### src/rtl/glitch_trig_delay_if.sv
// glitch_trig_delay_if: control/status bundle between the glitcher controller and the trigger front-end
// master drives edge_sel, delay, hold, arm, disarm; slave returns trig_o, armed, busy, done.
// With GLITCH_TRIG_REPEAT_EN defined, adds repeats (master to slave) and shots (slave to master).
interface glitch_trig_delay_if #(
  parameter int DELAY_W = 16,
  parameter int HOLD_W = 16
);
  logic edge_sel;
  logic [DELAY_W-1:0] delay;
  logic [HOLD_W-1:0] hold;
  logic arm;
  logic disarm;
  logic trig_o;
  logic armed;
  logic busy;
  logic done;
`ifdef GLITCH_TRIG_REPEAT_EN
  logic [7:0] repeats;
  logic [7:0] shots;
  modport master(output edge_sel, delay, hold, arm, disarm, repeats, input trig_o, armed, busy, done, shots);
  modport slave(input edge_sel, delay, hold, arm, disarm, repeats, output trig_o, armed, busy, done, shots);
`else
  modport master(output edge_sel, delay, hold, arm, disarm, input trig_o, armed, busy, done);
  modport slave(input edge_sel, delay, hold, arm, disarm, output trig_o, armed, busy, done);
`endif
endinterface

### src/rtl/glitch_trig_delay.sv
// glitch_trig_delay: armed edge trigger on trig_in, delayed and held in target-clock edges, driving trig_o
// clk/rst: glitch clock and synchronous active-high reset; target_clk, trig_in: asynchronous, synchronized here.
// bus (slave): edge_sel/delay/hold latched on arm, disarm aborts; trig_o, armed, busy, done are registered.
// GLITCH_TRIG_REPEAT_EN: adds bus.repeats/bus.shots for automatic re-arming after each shot.
module glitch_trig_delay #(
  parameter int DELAY_W = 16,
  parameter int HOLD_W = 16,
  parameter int SYNC_STAGES = 2
) (
  input logic clk,
  input logic rst,
  input logic target_clk,
  input logic trig_in,
  glitch_trig_delay_if.slave bus
);
  localparam int CW = DELAY_W > HOLD_W ? DELAY_W : HOLD_W;
  typedef enum logic [2:0] {IDLE, ARMED, DELAY, FIRE, RELEASE} st_t;
  st_t st;
  logic [SYNC_STAGES-1:0] tc_s, ti_s;
  logic tc_d, ti_d, e_l;
  logic [CW-1:0] cnt, d_l, h_l;
  logic tc_q, ti_q, tgt_rise, ev;
  logic [CW-1:0] cnt_n;
  assign tc_q = tc_s[SYNC_STAGES-1];
  assign ti_q = ti_s[SYNC_STAGES-1];
  assign tgt_rise = tc_q & ~tc_d;
  assign ev = e_l ? ti_d & ~ti_q : ti_q & ~ti_d;
  assign cnt_n = cnt + CW'(1);
`ifdef GLITCH_TRIG_REPEAT_EN
  logic [7:0] r_l, shots_n;
  assign shots_n = bus.shots + 8'd1;
`endif
  always_ff @(posedge clk) begin
    bus.done <= 1'b0;
    tc_s <= {tc_s[SYNC_STAGES-2:0], target_clk};
    ti_s <= {ti_s[SYNC_STAGES-2:0], trig_in};
    tc_d <= tc_q;
    ti_d <= ti_q;
    if (rst) begin
      tc_s <= '0;
      ti_s <= '0;
      tc_d <= 1'b0;
      ti_d <= 1'b0;
      st <= IDLE;
      cnt <= '0;
      e_l <= 1'b0;
      d_l <= '0;
      h_l <= '0;
      bus.trig_o <= 1'b0;
      bus.armed <= 1'b0;
      bus.busy <= 1'b0;
`ifdef GLITCH_TRIG_REPEAT_EN
      r_l <= '0;
      bus.shots <= '0;
`endif
    end else if (bus.disarm) begin
      st <= IDLE;
      cnt <= '0;
      bus.trig_o <= 1'b0;
      bus.armed <= 1'b0;
      bus.busy <= 1'b0;
    end else begin
      case (st)
        IDLE: if (bus.arm) begin
          e_l <= bus.edge_sel;
          d_l <= CW'(bus.delay);
          h_l <= bus.hold == '0 ? CW'(1) : CW'(bus.hold);
`ifdef GLITCH_TRIG_REPEAT_EN
          r_l <= bus.repeats == 8'd0 ? 8'd1 : bus.repeats;
          bus.shots <= '0;
`endif
          st <= ARMED;
          bus.armed <= 1'b1;
        end
        ARMED: if (ev) begin
          cnt <= '0;
          bus.armed <= 1'b0;
          bus.busy <= 1'b1;
          st <= d_l == '0 ? FIRE : DELAY;
          bus.trig_o <= d_l == '0;
        end
        DELAY: if (tgt_rise) begin
          cnt <= cnt_n == d_l ? '0 : cnt_n;
          st <= cnt_n == d_l ? FIRE : DELAY;
          bus.trig_o <= cnt_n == d_l;
        end
        FIRE: if (tgt_rise) begin
          cnt <= cnt_n == h_l ? '0 : cnt_n;
          st <= cnt_n == h_l ? RELEASE : FIRE;
          bus.trig_o <= cnt_n != h_l;
        end
        RELEASE: if (tgt_rise) begin
          // two target rising edges with trig_o low let the target-domain FSM see the release
          cnt <= cnt[0] ? '0 : cnt_n;
          if (cnt[0]) begin
            bus.done <= 1'b1;
            bus.busy <= 1'b0;
`ifdef GLITCH_TRIG_REPEAT_EN
            bus.shots <= shots_n;
            st <= shots_n < r_l ? ARMED : IDLE;
            bus.armed <= shots_n < r_l;
`else
            st <= IDLE;
`endif
          end
        end
        default: st <= IDLE;
      endcase
    end
  end
endmodule

### src/flat_wrapper.sv
// flat-port wrapper written by rule: the top's interface ports become plain ports
module glitch_trig_delay_flat 
#(
  parameter int DELAY_W = 16,
  parameter int HOLD_W = 16,
  parameter int SYNC_STAGES = 2
)
  (clk, rst, target_clk, trig_in, bus_edge_sel, bus_delay, bus_hold, bus_arm, bus_disarm, bus_trig_o, bus_armed, bus_busy, bus_done);
  glitch_trig_delay_if #(.DELAY_W(DELAY_W), .HOLD_W(HOLD_W)) bus_i ();
  input logic clk;
  input logic rst;
  input logic target_clk;
  input logic trig_in;
  input wire logic [$bits(bus_i.edge_sel)-1:0] bus_edge_sel;
  input wire logic [$bits(bus_i.delay)-1:0] bus_delay;
  input wire logic [$bits(bus_i.hold)-1:0] bus_hold;
  input wire logic [$bits(bus_i.arm)-1:0] bus_arm;
  input wire logic [$bits(bus_i.disarm)-1:0] bus_disarm;
  output wire logic [$bits(bus_i.trig_o)-1:0] bus_trig_o;
  output wire logic [$bits(bus_i.armed)-1:0] bus_armed;
  output wire logic [$bits(bus_i.busy)-1:0] bus_busy;
  output wire logic [$bits(bus_i.done)-1:0] bus_done;
  assign bus_i.edge_sel = bus_edge_sel;
  assign bus_i.delay = bus_delay;
  assign bus_i.hold = bus_hold;
  assign bus_i.arm = bus_arm;
  assign bus_i.disarm = bus_disarm;
  assign bus_trig_o = bus_i.trig_o;
  assign bus_armed = bus_i.armed;
  assign bus_busy = bus_i.busy;
  assign bus_done = bus_i.done;
  glitch_trig_delay #(.DELAY_W(DELAY_W), .HOLD_W(HOLD_W), .SYNC_STAGES(SYNC_STAGES)) u_core (.clk(clk), .rst(rst), .target_clk(target_clk), .trig_in(trig_in), .bus(bus_i));
endmodule
### config.mk
export PLATFORM = sky130hd
export DESIGN_NAME = glitch_trig_delay_flat
export DESIGN_NICKNAME = d
export VERILOG_FILES = /design/src/rtl/glitch_trig_delay_if.sv /design/src/rtl/glitch_trig_delay.sv /design/src/flat_wrapper.sv
export SDC_FILE = /design/constraint.sdc
export NUM_CORES = 1
export LEC_CHECK = 0
export CORE_ASPECT_RATIO = 0.6
export CORE_MARGIN = 2
export CORE_UTILIZATION = 50
export DETAILED_ROUTE_END_ITERATION = 12
export GPL_TIMING_DRIVEN = 0
export PLACE_DENSITY_LB_ADDON = 0.08
export SLEW_MARGIN = 10
export SYNTH_ARGS = -nofsm -noshare
export SYNTH_HDL_FRONTEND = slang
export SYNTH_SLANG_ARGS = --single-unit
### constraint.sdc
create_clock -name clk -period 7.1 [get_ports clk]
set_input_delay 1.775 -clock clk [delete_from_list [all_inputs] [get_ports clk]]
set_output_delay 1.775 -clock clk [all_outputs]
set_load 0.03 [all_outputs]
==> impl_metrics.toml, run 1 <==
[sta]
rsz0062_at_grt = "false"
period_share_pct = 53.36
skew_ns = 0.006994
max_freq_mhz = 263.9
fin_setup_tns_ns = 0
whs_ns = 0.4379
fin_crit_ns = 3.789
slew_headroom_pct = 45.12
finalSetupViolCount = 0
hold_viol_final = 0
worst-slew-pin-transition_ns = 0.8170
slew_viol_final = 0
fin_ws_ns = 3.311

[synthesis]
netlist_instances = 461
ys_types = 65
ys_warn_count = 0
yosys_most_used_dff = "dfxtp_1"
syn_area_per_cell_um2 = 7.887
netlist_area_um2 = 3636
async_flop_share_pct = 0
yosysSeqAreaShare_pct = 34.14
synth_fp_nets = 502
synth-seq-cells = 62
synth_edf_count = 0

[die]
die-area_um2 = 7993
die_h_um = 70.06
initial_core_util_pct = 50.88
die_w_um = 114.1
row_count = 24
core_um2 = 7147
ios = 43

[routing]
wl_per_cell_um = 17.06
finalWirelength_mm = 10.41
dr.pass1.iters = 5
vias = 3598
via_per_inst = 5.898
drt_iter0_drc = 333
drtAntennaViolNets = 0
post-route-drc-count = 0

[worst_hold_path]
min_path_cells = 1
min_to = "u_core.tc_s[1]"
hp-start = "u_core.tc_s[0]"
worstHoldPathType = "flop to flop"

[critical_path]
arrival_ns = 4.05
cp-start-kind = "primary input"
worstSetupPathType = "primary input to flop"
critical-path-max-stage-delay_ns = 0.45
critPathMaxFanout = 10
reg2reg_from = "u_core.cnt[1]"
cp_num_buf_inv = 3
r2r_setup_slack_ns = 3.42
startpoint = "rst"
ff2ff_path_depth = 13
crit_slowest_cell = "clkdlybuf4s50_1"
reg2reg_to = "u_core.cnt[12]"
critPathCaptureType = "flop"
cp_cell_sequence = "clkdlybuf4s50_1 -> or2_2 -> clkbuf_1 -> nand2b_1 -> nor3_1 -> a21oi_4 -> buf_6 -> o21ba_1 -> o22ai_1"
worstPathRequired_ns = 7.36
cp_top_family = "simple AND/OR/NAND/NOR gates"

[finish]
drive_gt1_share_pct = 8.285
n_antenna_cell = 0
area_growth_pct = 22.71
final_cell_mix = "92 x nand2_1, 62 x dfxtp_1, 47 x a21oi_1"
layout.nets = 555
final_common_cell = "nand2_1"
fill_cells = 646

[place]
hpwl_mm = 8.086
io_buffers = 42
gp_congestion = 0.9869
place_ws_ns = 2.969

[clock_network]
insertion_delay_ns = 0.34
clk_pin_slew_ns = 0.05
clock-root-buffer = "clkbuf_16"
cts_tree = "done"
post_cts_buffers = 0
htree_num_levels = 3
holdBufCountCts = 0
clk_path_buf_depth = 2
cts_sinks = 62
cts-buffers-inserted = 9
ctsResizeCount = 0

[global_route]
grt_max_degree = 12
track_usage_pct = 27.47
grtUsageMet1_pct = 40.51
grt_use_met2_pct = 37.04
grt_pass1_wl_mm = 16.62
antenna_found_initial = 0
first_global_vias = 3290
busiest_layer = "met1"
overflow = 0
grtUsageMet3_pct = 9.896

[pwr]
leakage_uw = 0.001636
irDropWorstVdd_mv = 0.1404
p_per_area_nw_per_um2 = 206.7

[outcome]
status = "finished, final reports clean"

[job]
cap_violations = 0
==> layer usage <==
| layer | vias up | wire (µm) |
|---|---|---|
| li1 | 1762 | - |
| met2 | 161 | 4060 |
| met3 | 14 | 1041 |
| met5 | - | 0 |
| met1 | 1661 | 5186 |
| met4 | 0 | 116 |
==> per-stage QoR <==
stage / std cells / area [µm²] / util [%] / total power (µW)
after detailed placement: 594 / 4170 / 58.35 / 498.6
after global routing: 610 / 4462 / 62.43 / 958.7
after floorplan: 461 / 3636 / - / 450.5
after global placement: 594 / 4170 / 58.35 / 496.3
final: 610 / 4462 / 62.43 / 922.2
after CTS: 610 / 4462 / 62.43 / 927.7
==> worst max-delay path by stage <==
stage | end | slack [ns] | depth (start not counted)
2_1_floorplan | u_core.cnt[15] | 3.74 | 8
5_1_grt | u_core.cnt[9] | 3.14 | 9
3_3_place_gp | u_core.cnt[15] | 3.01 | 9
4_1_cts | u_core.cnt[15] | 3.32 | 9
6_report | u_core.cnt[15] | 3.31 | 9
3_5_place_dp | u_core.cnt[15] | 2.97 | 9
==> sequential cells by signal, summed over array words and instances, names as in the netlist <==
| name | count |
|---|---|
| u_core.tc_s | 2 |
| u_core.cnt | 16 |
| u_core.h_l | 16 |
| u_core.ti_s | 2 |
| u_core.bus.trig_o | 1 |
| u_core.e_l | 1 |
| u_core.bus.armed | 1 |
| u_core.tc_d | 1 |
| u_core.st | 3 |
| u_core.bus.busy | 1 |
| u_core.bus.done | 1 |
| u_core.d_l | 16 |
| u_core.ti_d | 1 |
==> synthesized netlist by cell type (all sizes together) (2+ instances only) <==
cell     count  share of area, %
a21o         6               1.2
ha           2              0.69
or4          4              0.93
o211ai       4              0.83
nand4       10               2.3
and2         2              0.34
o32ai        2              0.48
nor3        14               1.9
o22ai        3              0.52
a31oi        8               1.8
nor2b        9               1.5
a2bb2oi      2              0.48
xor2        13               3.1
nor4b        2              0.89
clkbuf      20               2.1
and3         5              0.86
o21ai       11               1.5
a211o        5               1.2
nand3       16               2.5
inv          8              0.83
xnor2       19               4.6
nand2       92               9.5
dfxtp       62                34
mux2i        4               1.1
buf         13               2.1
nand3b       3              0.62
nor4        12               2.6
or2          3              0.52
or3          8               1.5
and4         2              0.48
a21oi       49               7.4
a211oi       3              0.62
nand2b       5              0.86
o2111ai      5               1.2
nor2        19               2.0
==> area by class of cell <==
cell class	count	area [µm²]	area share (%)
buffer	33	150.1	3.365
timing repair buffer	42	420.4	9.422
clock inverter	6	62.56	1.402
clock buffer	10	229.0	5.132
tap	91	113.9	2.552
sequential	62	1241	27.82
inverter	8	30.03	0.6730
multi-input combinational	358	2215	49.64
==> cells by family after synthesis <==
kind of cell,Yosys count,synth area share [%]
buffers and inverters,41,4.955
adders and majority gates,2,0.6881
AOI/OAI and AO/OA,111,20.44
DFF,62,34.14
muxes,4,1.101
and+or+nand+nor,207,29.70
xor gates and xnor gates,34,8.981
==> power by group <==
group          leakage (µW)  switching (µW)  internal [µW]
clock network      0.000146             158            270
logic              0.000985            61.9           54.6
registers          0.000504            15.0            362
Note: power is estimated with default switching activity, not from simulation.
==> run 2: changes to the inputs <==
- clock period: 7.1 -> 3.5 ns (I/O delays scaled with it)
==> run 2 against run 1 <==
  * Non-clock buffer count is 4 higher
  * Clock-buffer cell count stayed put
  * Routed wire length is 1.1% higher
  * Critical path depth is 4 higher
  * Clock skew hardly changed
  * Register-to-register slack worse by 3.2 ns
  * Flip-flop and latch count stayed put
  * Clock power is 100% higher
  * Total power is 100% higher
  * Core utilization is 0.81 points higher
  * Highest routed layer unchanged
==> impl_metrics.toml, run 2 (synthesis results as in run 1) <==
[finish]
final_cell_mix = "92 x nand2_1, 61 x dfxtp_1, 47 x a21oi_1"
largest_registers = "u_core.cnt x16, u_core.d_l x16, u_core.h_l x16"
n_antenna_cell = 0
area_growth_pct = 24.29
drive_gt1_share_pct = 9.751
fill_cells = 639
final_common_cell = "nand2_1"
instances_no_fill = 614
layout.nets = 559

[critical_path]
critPathCaptureType = "flop"
reg2reg_from = "u_core.cnt[1]"
worstSetupPathType = "flop to flop"
cp-start-kind = "flop"
cp_cell_sequence = "ha_1 -> buf_2 -> nand4_1 -> or3_1 -> clkbuf_1 -> mux2i_1 -> o2111ai_1 -> nor4_4 -> a31oi_4 -> a21oi_4 -> buf_4 -> nor3_1 -> a211o_1"
critical-path-max-stage-delay_ns = 0.41
cp_top_family = "simple AND/OR/NAND/NOR gates"
arrival_ns = 3.51
crit_cells = 13
crit_slowest_cell = "dfxtp_2"
r2r_setup_slack_ns = 0.21
worstPathRequired_ns = 3.73
cp-endpoint = "u_core.cnt[10]"
startpoint = "u_core.cnt[1]"
cp_num_buf_inv = 3
reg2reg_to = "u_core.cnt[10]"
critPathMaxFanout = 8
ff2ff_path_depth = 13

[sta]
slew_viol_final = 0
hold_viol_final = 0
slew_headroom_pct = 45.74
worst-slew-pin-transition_ns = 0.8077
period_share_pct = 93.96
max_freq_mhz = 304.1
rsz0062_at_grt = "false"
fin_crit_ns = 3.289
fin_ws_ns = 0.2114
whs_ns = 0.4391
skew_ns = 0.006773
finalSetupViolCount = 0
fin_setup_tns_ns = 0

[pwr]
internal_power_uw = 1397
leakage_uw = 0.001661
seqPwrFrac_pct = 40.8
irDropWorstVdd_mv = 0.2842
p_per_area_nw_per_um2 = 415.1
p_comb_share_pct = 12.9
switching_share_pct = 25.57
p_sw_uw = 479.6
pwr-share-clk_pct = 46.3

[die]
die-area_um2 = 7993
die_w_um = 114.1
initial_core_util_pct = 50.88
row_count = 24
core_um2 = 7147
die_h_um = 70.06
ios = 43

[job]
cap_violations = 0

[place]
place_ws_ns = -0.09797
gp_congestion = 0.9869
dp.cells = 594
hpwl_mm = 8.086
io_buffers = 42

[global_route]
track_usage_pct = 27.54
grt_pass1_wl_mm = 16.70
overflow = 0
antenna_found_initial = 0
grt_max_degree = 12
first_global_vias = 3317

[clock_network]
insertion_delay_ns = 0.33
holdBufCountCts = 0
clock-root-buffer = "clkbuf_16"
clk_pin_slew_ns = 0.05
htree_num_levels = 3
cts_tree = "done"
cts-buffers-inserted = 9
cts_sinks = 62
clk_path_buf_depth = 2

[outcome]
status = "finished, final reports clean"

[routing]
post-route-drc-count = 0
drt_iter0_drc = 304
wl_per_cell_um = 17.13
finalWirelength_mm = 10.52
via_per_inst = 5.917
dr.pass1.iters = 7
drtAntennaViolNets = 0
vias = 3633

[worst_hold_path]
hp-start = "u_core.tc_s[0]"
worstHoldPathType = "flop to flop"
==> run 2: how the worst min path moves through the flow <==
stage / end / slack (ns) / cells past startpoint
floorplan: u_core.tc_s[1] / 0.41 / 1
global placement: u_core.ti_s[1] / 0.42 / 1
detailed placement: u_core.tc_s[1] / 0.43 / 1
CTS: u_core.tc_s[1] / 0.44 / 1
global route: u_core.tc_s[1] / 0.46 / 1
finish: u_core.tc_s[1] / 0.44 / 1
==> run 2: power by group through the flow <==
stage	registers [µW]	clock network, µW	logic (µW)
global route	768	917	266
detailed placement	779	0	233
CTS	764	885	237
floorplan	770	0	144
global placement	778	0	229
finish	765	869	242
==> run 2: cell type report <==
class	instances	area [µm²]	share of cell area [%]
Clock buffer	10	229.0	5.066
Clock inverter	6	62.56	1.384
Tap cell	91	113.9	2.519
Inverter	8	30.03	0.6645
Buffer	33	150.1	3.322
Multi-Input combinational cell	358	2241	49.58
Sequential cell	62	1242	27.49
Timing Repair Buffer	46	450.4	9.967
==> run 2: metrics by stage <==
stage               instance area [µm²]  power (µW)  util [%]
floorplan                          3636       913.9         -
global placement                   4170        1007     58.35
detailed placement                 4170        1011     58.35
CTS                                4483        1885     62.73
global route                       4519        1951     63.24
finish                             4519        1876     63.24
==> run 2: routing by layer <==
layer  global-route usage (%)  share of wire [%]
met4                    7.995                1.1
met3                    9.722                 12
met2                    37.50                 39
met1                    40.51                 48
met5                        0                  0
==> run 2: timing repair <==
action,4_1_cts,5_1_grt
gates resized for setup,3,2
endpoints found under the setup margin,8,11
pin swaps,1,5
hold endpoints to repair,0,0
setup buffers,1,3
==> run 3: changes to the inputs <==
- ABC_AREA: unset -> 1
- ABC_CLOCK_PERIOD_IN_PS: unset -> 3500
- GPL_TIMING_DRIVEN: 0 -> unset
==> run 3 against run 2 <==
  * Clock skew up 0.0028 ns
  * Total power shrank 1.5%
  * Combinational power grew 2%
  * Hold slack got worse by 0.035 ns
  * Highest routed layer unchanged
  * Largest power group unchanged
  * Final cell count up 21%
==> impl_metrics.toml, run 3 <==
[outcome]
status = "finished, final reports clean"

[synthesis]
synth.area.top_cells = "dfxtp_1 33%, nand2_1 16%, nor2_1 7.3%"
async_flop_share_pct = 0
netlist_area_um2 = 3766
yosys_most_used_dff = "dfxtp_1"
yosysSeqAreaShare_pct = 32.96
ys_warn_count = 0
synth_fp_nets = 633
yosysTopAreaCell = "dfxtp_1"
syn_area_per_cell_um2 = 6.362
netlist_instances = 592
synthTopCellsByCount = "162 x nand2_1, 73 x nor2_1, 64 x inv_1"
synth.most_common_cell = "nand2_1"
synth_top_cell_area_share_pct = 32.96
synth_edf_count = 0
synth-seq-cells = 62
ys_types = 40

[critical_path]
ff2ff_path_depth = 16
reg2reg_from = "u_core.cnt[0]"
critical-path-max-stage-delay_ns = 0.51
crit_slowest_cell = "dfxtp_1"
cp_num_buf_inv = 1
cp_top_family = "simple AND/OR/NAND/NOR gates"
cpMostUsedCell = "nand2_1"
critPathCaptureType = "flop"
reg2reg_to = "u_core.cnt[12]"
arrival_ns = 2.84
cp-start-kind = "flop"
worstPathRequired_ns = 3.72
worstSetupPathType = "flop to flop"
cp_cell_sequence = "ha_1 -> nand3_1 -> nor2_2 -> nand3_1 -> nand2_1 -> nand2_1 -> nand2_1 -> nand2_1 -> inv_1 -> nand2_1 -> nor2_2 -> nand3_4 -> nand2_4 -> nand3_4 -> nand2_1 -> a21oi_1"
r2r_setup_slack_ns = 0.88
critPathMaxFanout = 9

[finish]
layout.nets = 673
multi_input_area_um2 = 2182
area_growth_pct = 20.60
final_cell_area_um2 = 4542
ff_latch_area_um2 = 1241
n_antenna_cell = 0
final_common_cell = "nand2_1"
drive_gt1_share_pct = 9.105
final_cell_mix = "162 x nand2_1, 73 x nor2_1, 64 x inv_1"
final_core_util_pct = 62.50
largest_registers = "u_core.cnt x16, u_core.d_l x16, u_core.h_l x16"
fill_cells = 698

[global_route]
first_global_vias = 3559
grt_max_degree = 55
overflow = 0
track_usage_pct = 28.56
antenna_found_initial = 0
grt_pass1_wl_mm = 17.90

[worst_hold_path]
min_path_cells = 2
worstHoldPathType = "flop to flop"
hp-start = "u_core.ti_s[0]"
min_to = "u_core.ti_s[1]"

[clock_network]
cts_tree = "done"
post_cts_buffers = 0
insertion_delay_ns = 0.34
clock-root-buffer = "clkbuf_16"
ctsResizeCount = 0
clk_pin_slew_ns = 0.06
htree_num_levels = 3
cts_sinks = 62
clk_path_buf_depth = 2
holdBufCountCts = 0
cts-buffers-inserted = 9

[pwr]
leakage_uw = 0.001874
p_per_area_nw_per_um2 = 406.8
irDropWorstVdd_mv = 0.2993

[routing]
finalWirelength_mm = 11.00
vias = 3980
post-route-drc-count = 0
drt_iter0_drc = 362
drtAntennaViolNets = 0
dr_wl_met3_mm = 1.184
highest_layer = "met4"
wl_met2_mm = 4.034
dr.pass1.iters = 6
via_per_inst = 5.371
drt-met1-wl_mm = 5.669
wl_per_cell_um = 14.84

[die]
ios = 43
core_um2 = 7267
die_h_um = 71.23
die_w_um = 116.0
initial_core_util_pct = 51.83
row_count = 24
die-area_um2 = 8265

[sta]
worst-slew-pin-transition_ns = 0.5915
fin_crit_ns = 2.618
max_freq_mhz = 382.0
hold_viol_final = 0
finalSetupViolCount = 0
period_share_pct = 74.79
slew_viol_final = 0
rsz0062_at_grt = "false"
fin_setup_tns_ns = 0
skew_ns = 0.009537
slew_headroom_pct = 60.23

[job]
cap_violations = 0

[place]
io_buffers = 42
hpwl_mm = 8.394
gp_congestion = 0.9489
place_area_um2 = 4267
[run 3: cell count changes after synthesis, moves of 10 or more]
cell     change
o21ai_0     +21
nand2_1     +70
xnor2_1     -18
nand3_1     +36
inv_1       +56
nor2_1      +54
nor3_1      -12
nor2_2      +10
[run 3: kinds of logic (layout without fill, tap and decap cells)]
group                    after synthesis  after routing  share of synthesized area, %
buffers and inverters                 87            132                         9.102
adder cells (fa/ha/maj)                2              2                        0.6643
XOR/XNOR                               9              9                         2.857
AO/OA/AOI/OAI                         87             87                         12.26
AND/OR/NAND/NOR                      345            345                         42.16
flip-flops                            62             62                         32.96
[run 3: area by class of cell]
| cell class | instances | share of cell area (%) |
|---|---|---|
| clock inverters | 7 | 1.102 |
| repair buffers | 45 | 9.752 |
| multi-input cells | 443 | 48.04 |
| flip-flops and latches | 62 | 27.33 |
| well taps | 104 | 2.865 |
| inverters | 71 | 5.950 |
| clock buffers | 9 | 4.959 |
[run 3: power by group]
part / internal [µW] / leakage [µW] / switching [µW] / total [µW]
clock: 479 / 0.000128 / 352 / 831
combinational: 104 / 0.00124 / 143 / 247
sequential: 741 / 0.000507 / 29.0 / 770
[run 3: routing by layer]
metal	up-vias	global-route usage, %
met5	-	0
met4	0	6.746
met3	15	9.645
met2	225	35.87
met1	1748	45.66
li1	1992	-
[run 3: worst max path at each step]
stage,startpoint,endpoint,cells past startpoint
5_1_grt,u_core.cnt[0],u_core.cnt[12],16
3_3_place_gp,bus_arm,u_core.d_l[9],10
6_report,u_core.cnt[0],u_core.cnt[12],16
3_5_place_dp,bus_arm,u_core.d_l[6],10
4_1_cts,u_core.cnt[0],u_core.cnt[10],16
2_1_floorplan,u_core.cnt[1],u_core.cnt[11],16
[run 3: worst reg2reg max path, delay by kind of cell, from the launching register on]
kind / cells / cell delay, ns
DFF: 1 / 0.51
buffers and inverters: 1 / 0.05
adders and majority gates: 1 / 0.27
AOI/OAI and AO/OA: 1 / 0.06
and+or+nand+nor: 13 / 1.62
[run 3: stage by stage]
| step | instances | total power (µW) | hold slack [ns] | setup WS (ns) |
|---|---|---|---|---|
| 2_1_floorplan | 592 | 927.7 | 0.3883 | 1.514 |
| 3_3_place_gp | 725 | 1020 | 0.3895 | 0.8909 |
| 3_5_place_dp | 725 | 1024 | 0.3950 | 0.8434 |
| 4_1_cts | 741 | 1855 | 0.4052 | 0.9483 |
| 5_1_grt | 741 | 1917 | 0.4214 | 0.6741 |
| 6_report | 741 | 1848 | 0.4038 | 0.8824 |
